<file path="src/rtl/fetch_pkg.sv">
// Shared constants, pointer sizing helper and payload layout for the fetch-stage buffer.
package fetch_pkg;

    localparam logic [31:0] RESET_PC = 32'h0040_0000;

    // Pointer width for a ring of 'depth' entries, never narrower than one bit.
    function automatic int ptr_w(input int depth);
        int w;
        w = $clog2(depth);
        if (w < 1) begin
            return 1;
        end else begin
            return w;
        end
    endfunction

    typedef struct packed {
        logic [31:0] pc;
        logic [31:0] instr;
    } fetch_payload_t;

endpackage

</file>
<file path="src/rtl/fetch_pipe_buf_sat_counter.sv">
// Saturating up-counter; only an asynchronous reset returns it to zero.
module sat_counter
    import fetch_pkg::*;
#(
    parameter int CNT_W = 16
) (
    input  logic             clk,
    input  logic             rst_n,
    input  logic             inc,
    output logic [CNT_W-1:0] cnt
);

    localparam logic [CNT_W-1:0] CNT_MAX = {CNT_W{1'b1}};

    logic [CNT_W-1:0] cnt_r;

    // Count up on inc, sticking at the all-ones value.
    always_ff @(posedge clk or negedge rst_n) begin
        if (!rst_n) begin
            cnt_r <= {CNT_W{1'b0}};
        end else if (inc && (cnt_r != CNT_MAX)) begin
            cnt_r <= cnt_r + {{(CNT_W-1){1'b0}}, 1'b1};
        end else begin
            cnt_r <= cnt_r;
        end
    end

    assign cnt = cnt_r;

endmodule

</file>
<file path="src/rtl/fetch_pipe_buf.sv">
// Fetch-to-decode ring buffer with valid/ready handshakes, hazard stall, redirect flush
// and a saturating held-cycle counter.
module fetch_pipe_buf
    import fetch_pkg::*;
#(
    parameter int          WIDTH     = 32,
    parameter int          DEPTH     = 2,
    parameter logic [31:0] RESET_VAL = RESET_PC,
    parameter int          CNT_W     = 16
) (
    input  logic                       clk,
    input  logic                       rst_n,
    input  logic                       in_valid,
    output logic                       in_ready,
    input  logic [WIDTH-1:0]           in_data,
    output logic                       out_valid,
    input  logic                       out_ready,
    output logic [WIDTH-1:0]           out_data,
    input  logic                       stall,
    input  logic                       flush,
    output logic [$clog2(DEPTH+1)-1:0] count,
    output logic [CNT_W-1:0]           stall_cnt
);

    localparam int PTR_W = ptr_w(DEPTH);
    localparam int CW    = $clog2(DEPTH+1);
    localparam logic [WIDTH-1:0] RST_DATA = WIDTH'(RESET_VAL);
    localparam logic [PTR_W-1:0] LAST_IDX = PTR_W'(DEPTH-1);

    logic [WIDTH-1:0] mem_r [DEPTH];
    logic [PTR_W-1:0] rd_ptr_r;
    logic [PTR_W-1:0] wr_ptr_r;
    logic [CW-1:0]    count_r;

    logic in_ready_s;
    logic out_valid_s;
    logic push_s;
    logic pop_s;
    logic hold_s;

    function automatic logic [PTR_W-1:0] ptr_next(input logic [PTR_W-1:0] p);
        if (p == LAST_IDX) begin
            return {PTR_W{1'b0}};
        end else begin
            return p + PTR_W'(1);
        end
    endfunction

    // Handshake qualifiers; ready/valid come from registered occupancy only.
    always_comb begin
        in_ready_s  = 1'b0;
        out_valid_s = 1'b0;
        if (count_r < CW'(DEPTH)) begin
            in_ready_s = 1'b1;
        end else begin
            in_ready_s = 1'b0;
        end
        if (count_r != {CW{1'b0}}) begin
            out_valid_s = 1'b1;
        end else begin
            out_valid_s = 1'b0;
        end
        push_s = in_valid & in_ready_s & ~flush;
        pop_s  = out_valid_s & out_ready & ~stall;
        hold_s = out_valid_s & (stall | ~out_ready) & ~flush;
    end

    // Entry storage; a flush leaves stale contents in place.
    always_ff @(posedge clk or negedge rst_n) begin
        if (!rst_n) begin
            for (int i = 0; i < DEPTH; i++) begin
                mem_r[i] <= RST_DATA;
            end
        end else if (push_s) begin
            mem_r[wr_ptr_r] <= in_data;
        end else begin
            mem_r[wr_ptr_r] <= mem_r[wr_ptr_r];
        end
    end

    // Pointers and occupancy; flush overrides any simultaneous push or pop.
    always_ff @(posedge clk or negedge rst_n) begin
        if (!rst_n) begin
            rd_ptr_r <= {PTR_W{1'b0}};
            wr_ptr_r <= {PTR_W{1'b0}};
            count_r  <= {CW{1'b0}};
        end else if (flush) begin
            rd_ptr_r <= {PTR_W{1'b0}};
            wr_ptr_r <= {PTR_W{1'b0}};
            count_r  <= {CW{1'b0}};
        end else begin
            rd_ptr_r <= pop_s  ? ptr_next(rd_ptr_r) : rd_ptr_r;
            wr_ptr_r <= push_s ? ptr_next(wr_ptr_r) : wr_ptr_r;
            case ({push_s, pop_s})
                2'b10:   count_r <= count_r + CW'(1);
                2'b01:   count_r <= count_r - CW'(1);
                default: count_r <= count_r;
            endcase
        end
    end

    sat_counter #(.CNT_W(CNT_W)) u_stall_cnt (
        .clk   (clk),
        .rst_n (rst_n),
        .inc   (hold_s),
        .cnt   (stall_cnt)
    );

    assign in_ready  = in_ready_s;
    assign out_valid = out_valid_s;
    assign out_data  = mem_r[rd_ptr_r];
    assign count     = count_r;

endmodule

</file>
<file path="config.mk">
export PLATFORM = sky130hd
export DESIGN_NAME = fetch_pipe_buf
export DESIGN_NICKNAME = d
export VERILOG_FILES = /design/src/rtl/fetch_pkg.sv /design/src/rtl/fetch_pipe_buf_sat_counter.sv /design/src/rtl/fetch_pipe_buf.sv
export SDC_FILE = /design/constraint.sdc
export NUM_CORES = 1
export LEC_CHECK = 0
export ABC_CLOCK_PERIOD_IN_PS = 2100
export CELL_PAD_IN_SITES_DETAIL_PLACEMENT = 1
export CELL_PAD_IN_SITES_GLOBAL_PLACEMENT = 2
export CORE_ASPECT_RATIO = 1.1
export CORE_MARGIN = 10
export CORE_UTILIZATION = 35
export CTS_CLUSTER_SIZE = 10
export DETAILED_ROUTE_END_ITERATION = 12
export GPL_TIMING_DRIVEN = 1
export PLACE_DENSITY_LB_ADDON = 0.1
export SLEW_MARGIN = 40
export SYNTH_ARGS = -nofsm -noshare
export SYNTH_HDL_FRONTEND = slang
export SYNTH_HIERARCHICAL = 1
export SYNTH_SLANG_ARGS = --single-unit
</file>
<file path="constraint.sdc">
create_clock -name clk -period 2.1 [get_ports clk]
set_input_delay 0.315 -clock clk [delete_from_list [all_inputs] [get_ports clk]]
set_output_delay 0.315 -clock clk [all_outputs]
set_load 0.01 [all_outputs]
</file>
== Word level (Yosys, flattened, before mapping) ==
Index checks and enable logic that the tools add are counted.

* Flip-flop bits (word level): 84
* Input port bits: 38
* Output and inout port bits: 52

* Add/sub/neg operators: 5
* Order comparisons: 4
* Eq/ne operators: 3
* Multiplexer cells: 21
* Bitwise operators: 12
* Reductions and logical operators: 6

{| class="wikitable"
|+ Operators by type and width
! operator !! count
|-
| $mux 32 || 7
|-
| $bwmux 64 || 2
|-
| $mux 64 || 1
|-
| $demux 32 s1 || 1
|-
| $add 16x1->16 const B || 1
|-
| $ne 16x16->1 const B || 1
|-
| $mux 1 || 8
|-
| $and 1x1->1 || 6
|-
| $reduce_bool 2->1 || 3
|-
| $ge 2x2->1 const B || 2
|-
| $not 1->2 || 2
|-
| $pmux 2 s2 || 1
|-
| $not 1->1 || 3
|-
| $reduce_bool 3->1 || 1
|-
| $add 1x1->1 const B || 2
|-
| $add 2x1->2 const B || 1
|-
| $eq 2x1->1 const B || 1
|-
| $eq 2x2->1 const B || 1
|-
| $logic_and 1x1->1 || 2
|-
| $lt 2x1->1 const B || 1
|-
| $lt 2x2->1 const B || 1
|-
| $mux 2 || 1
|-
| $sub 2x1->2 const B || 1
|-
| $or 1x1->1 || 1
|}

== Logic depth before layout (Yosys ltp) ==
* Depth in word-level cells: 7
* Depth in mapped cells: 7
* Mapped depth without buffers: 6

== Hierarchy ==
Netlist, hierarchy kept.

{| class="wikitable"
|+ Modules (own cells, without submodules)
! module !! times used !! cells each !! area an instance (um2) !! sequential area each (um2)
|-
| fetch_pipe_buf || 1 || 199 || 3258.1 || 1704.1
|-
| sat_counter || 1 || 77 || 884.6 || 400.4
|}

== Worst setup path before layout ==
No wires, ideal clock.

* Path kind: reg2reg
* From: register count_r[1] (netlist: count[1])
* To: register u_stall_cnt.cnt_r[15] (netlist: u_stall_cnt/cnt[15])
* Setup time: 125 ps
* Arrival time: 1836 ps
* Required time: 1975 ps
* Path slack: 139 ps
* Stages on the path, launching flop included: 7
* Path buffers: 0
* Period minus slack after synthesis: 1961 ps
* Path through: dfrtp_1 -> nor2_1 -> nor3_1 -> nand4_1 -> nor4_4 -> nand3_2 -> mux2_4

* Longest elaborated chain between the ends: 5

{| class="wikitable"
|+ RTL lines
! element !! RTL line !! RTL
|-
| from (decl) || fetch_pipe_buf.sv:33 || <nowiki>logic [CW-1:0] count_r;</nowiki>
|-
| from (signal assigned) || fetch_pipe_buf.sv:86 || <nowiki>count_r <= {CW{1'b0}};</nowiki>
|-
| from (signal assigned) || fetch_pipe_buf.sv:90 || <nowiki>count_r <= {CW{1'b0}};</nowiki>
|-
| from (signal assigned) || fetch_pipe_buf.sv:95 || <nowiki>2'b10: count_r <= count_r + CW'(1);</nowiki>
|-
| $reduce_bool 2->1 || fetch_pipe_buf.sv:58 || <nowiki>if (count_r != {CW{1'b0}}) begin</nowiki>
|-
| $mux 1 || fetch_pipe_buf.sv:58 ||
|-
| $and 1x1->1 (2 in a row) || fetch_pipe_buf.sv:65 || <nowiki>hold_s = out_valid_s & (stall | ~out_ready) & ~flush;</nowiki>
|-
| net hold_s || fetch_pipe_buf.sv:39 || <nowiki>logic hold_s;</nowiki>
|-
| $logic_and 1x1->1 || fetch_pipe_buf_sat_counter.sv:21 || <nowiki>end else if (inc && (cnt_r != CNT_MAX)) begin</nowiki>
|-
| to (signal assigned) || fetch_pipe_buf_sat_counter.sv:20 || <nowiki>cnt_r <= {CNT_W{1'b0}};</nowiki>
|-
| to (signal assigned) || fetch_pipe_buf_sat_counter.sv:22 || <nowiki>cnt_r <= cnt_r + {{(CNT_W-1){1'b0}}, 1'b1};</nowiki>
|-
| to (signal assigned) || fetch_pipe_buf_sat_counter.sv:24 || <nowiki>cnt_r <= cnt_r;</nowiki>
|-
| to (decl) || fetch_pipe_buf_sat_counter.sv:15 || <nowiki>logic [CNT_W-1:0] cnt_r;</nowiki>
|}

The timed path passes the listed nets, and every way through them passes these cells.
A chain may end at the register's enable or synchronous reset.

== Worst setup path after layout ==
* From: register rd_ptr_r
* To: output out_data[25]

* Longest elaborated chain between the ends: 4

{| class="wikitable"
|+ RTL lines
! element !! RTL line !! RTL
|-
| from (decl) || fetch_pipe_buf.sv:31 || <nowiki>logic [PTR_W-1:0] rd_ptr_r;</nowiki>
|-
| from (signal assigned) || fetch_pipe_buf.sv:84 || <nowiki>rd_ptr_r <= {PTR_W{1'b0}};</nowiki>
|-
| from (signal assigned) || fetch_pipe_buf.sv:88 || <nowiki>rd_ptr_r <= {PTR_W{1'b0}};</nowiki>
|-
| from (signal assigned) || fetch_pipe_buf.sv:92 || <nowiki>rd_ptr_r <= pop_s ? ptr_next(rd_ptr_r) : rd_ptr_r;</nowiki>
|-
| $not 1->2 (not written as such) || fetch_pipe_buf.sv:111 || <nowiki>assign out_data = mem_r[rd_ptr_r];</nowiki>
|-
| $mux 32 (not written as such) (3 in a row) || fetch_pipe_buf.sv:111 ||
|-
| to (decl) || fetch_pipe_buf.sv:18 || <nowiki>output logic [WIDTH-1:0] out_data,</nowiki>
|}

Every way passes these cells. The select of a mux whose other input is x is not followed.

==> qor.txt <==
Starting density of the core -> 35.9%
Die span in y -> 134 um
Setup TNS -> 0 ns
Clk root buf -> clkbuf_16
Placer Congestion -> 0.745
Post-synthesis adder-cell area fraction -> 0.302%
Total number of vias -> 2644
Die width -> 124 um
Pre-CTS setup slack -> 0.00646 ns
Most used DFF post-synth -> dfrtp_1
Max-cap violation count -> 0
Core Rows -> 41
Total wire length -> 9.94 mm
Worst Path Max Fanout -> 17
Pin count of the biggest net entering global routing -> 43
Post-Syn Area per Cell -> 15.0 um^2
Drt wl/cell -> 18.5 um
Detailed Routing Iterations Pass 1 -> 4
Worst R2R Setup Slack -> 0.28 ns
Slew Limit Fails -> 0
Seq/Total Area, Yosys -> 50.8%
Worst-margin pin slew -> 0.381 ns
Final worst setup slack -> 0.174 ns
Die area -> 0.0166 mm^2
Final Util -> 48.1%
Worst Path Required -> 1.78 ns
Mux share of post-synthesis cell area -> 31.0%
Area Overhead vs Synth -> 34.1%
Clk_skew -> 0.00549 ns
R2r startpoint -> count[1]
Clock sinks -> 84
Routed Antenna Nets -> 0
Final worst path period need -> 1.93 ns
Critical path buffers and inverters -> 2
H-tree levels -> 3
Crit Path Category -> reg -> out
Crit-path max cell delay -> 0.43 ns
Period utilization -> 91.7%
Worst Reg-to-Reg Cells -> 7
Pwr dens -> 974 mW/mm^2
Tot Pwr -> 0.00541 W
Layout cell share with drive strength beyond 1 -> 38.2%
Grt total ovfl -> 0
Post-Synth Simple-Gate Area -> 8.46%
Number of buffers created by CTS -> 9
Post-synth EDFFs -> 0
I/O Buffers -> 89
Max Fclk -> 519 MHz
Vias in the first global route -> 2985
Final-report setup violation count -> 0
I/O pins -> 90
Post-DR vias/cell -> 4.92
Antenna cells -> 0
Cells after Synth -> 276
Worst VDD drop -> 0.354 mV
Worst-path clk slew -> 0.06 ns
Latest clock arrival within the worst-skew pair -> 0.33 ns
CP Capture Type -> output port
Register bit total from synthesis -> 84
Compound-Gate Fraction of Synth Area -> 3.29%
Slowest library cell on the worst path -> dfrtp_1
RSZ-0062 raised after global routing -> no
Fin nets -> 421
CTS tree -> yes
Clock Tree Buf Depth -> 2
Layout fillers -> 1177
Combinational family with the most area after synthesis -> multiplexers
Post-Syn Area -> 0.00414 mm^2
First-pass GRT wire length -> 16.2 mm
Final Hold Vio Count -> 0
Status -> completed
Lkg Pwr -> 2.38 nW
Crit path launch type -> register
XOR/XNOR Fraction of Synth Area -> 1.90%
Cell family with most CP delay -> buffers and inverters
Cell count along the critical path -> 3
Syn Nets -> 315
Hold Path Class -> in -> async
Distinct cells, synth -> 39
Final instance area -> 0.00556 mm^2
Tot GR Track Use -> 12.5%
Initial antenna violation count -> 0
DP Wirelength -> 7.12 mm
Asr flop ratio synth -> 100%
DRC violation total after the first TritonRoute iteration -> 79
Ys Warns -> 6
CP Cell Sequence -> buf_12 > mux2_2 > dlygate4sd2_1
Worst r2r dst -> u_stall_cnt/cnt[15]
Core area -> 0.0115 mm^2
Worst Path Arrival -> 1.61 ns
Max-slew headroom -> 74.5%
Remaining DRCs -> 0
Placed Area -> 0.00528 mm^2
==> worst register-to-register path, delay by kind of cell (launching register included) <==
kind	cells	cell delay, ns
buffers and inverters	1	0.16
and+or+nand+nor	5	0.78
muxes	1	0.31
DFF	1	0.45
==> per-stage QoR <==
stage / std cells / hold WS, ns
floorplan: 276 / 0.0194
global placement: 519 / 0.263
detailed placement: 519 / 0.260
CTS: 537 / 0.450
global route: 537 / 0.471
finish: 537 / 0.447
==> layer usage <==
metal / wire [um] / global-route usage, % / part of all wire (%) / vias to the layer above
li1: - / - / - / 1224
met1: 4200 / 15.1 / 42 / 1352
met3: 617 / 3.95 / 6.2 / 10
met5: 0 / 0 / 0 / -
met4: 145 / 4.27 / 1.5 / 0
met2: 4980 / 20.2 / 50 / 58
==> cells in the mapped netlist, types with 4 or more instances <==
| cell | count | area share (%) |
|---|---|---|
| a21oi_1 | 5 | 0.60 |
| buf_12 | 6 | 2.9 |
| dfrtp_1 | 82 | 50 |
| mux2_2 | 50 | 14 |
| mux2_4 | 48 | 17 |
| nand3_1 | 6 | 0.72 |
| nand4_1 | 9 | 1.4 |
| nor2_1 | 8 | 0.72 |
| o21ai_0 | 4 | 0.48 |
| xnor2_1 | 7 | 1.5 |
==> where the power goes <==
part | internal (W) | switching (W) | total (W)
logic | 0.000978 | 0.000526 | 0.00150
registers | 0.00205 | 0.000277 | 0.00233
clock network | 0.000927 | 0.000653 | 0.00158
total | 0.00395 | 0.00146 | 0.00541
==> cell usage in the layout, fill, tap and decap left out, drive strengths merged, types with 2 or more instances in the layout <==
cell type	instances
mux2	98
clkinv	3
a21oi	5
nor2b	3
nand3	10
dfstp	2
xor2	2
clkdlybuf4s50	56
clkinvlp	2
nand2	3
a41oi	2
o21a	3
buf	19
nor2	8
a31oi	2
inv	4
clkbuf	9
nor4	2
xnor2	7
o21ai	4
dfrtp	82
and3	3
nand4	10
dlygate4sd2	32
nand2b	2
and4	2
nor3	2
==> flip-flops by register name, summed over array words and instances, names as in the netlist <==
| signal | flops |
|---|---|
| rd_ptr_r | 1 |
| count | 2 |
| mem_r | 64 |
| wr_ptr_r | 1 |
| u_stall_cnt/cnt | 16 |
==> final cells by class <==
| type | instances | area [um^2] | area share [%] |
|---|---|---|---|
| flip-flops and latches | 84 | 2100 | 37.9 |
| multi-input cells | 176 | 1870 | 33.7 |
| repair buffers | 108 | 1080 | 19.5 |
| clock buffers | 9 | 225 | 4.05 |
| well taps | 150 | 188 | 3.38 |
| clock inverters | 7 | 76.3 | 1.37 |
| inverters | 3 | 11.3 | 0.203 |
==> worst max path at each step <==
| stage | from | endpoint | slack [ns] |
|---|---|---|---|
| final | rd_ptr_r | out_data[25] | 0.17 |
| after global routing | rd_ptr_r | out_data[25] | 0.11 |
| after CTS | rd_ptr_r | out_data[25] | 0.14 |
| after detailed placement | flush | mem_r[51] | 0.006 |
| after global placement | flush | mem_r[55] | 0.02 |
| after floorplan | count[1] | u_stall_cnt/cnt[15] | 0.14 |
==> logic make-up (layout without fill, tap and decap cells) <==
| logic type | Yosys count | count (layout) |
|---|---|---|
| buffers and inverters | 16 | 127 |
| XOR/XNOR | 9 | 9 |
| AO/OA/AOI/OAI | 19 | 19 |
| AND/OR/NAND/NOR | 49 | 49 |
| flip-flops | 84 | 84 |
| multiplexers | 98 | 98 |
| adder cells (fa/ha/maj) | 1 | 1 |
==> what timing repair did <==
action | CTS | global route
endpoints found under the hold margin | 21 | 0
endpoints found under the setup margin | 32 | 0
setup buffers | 1 | 0
resized for setup | 32 | 0
hold buffers | 1 | 0
Note: power is estimated with default switching activity, not from simulation.
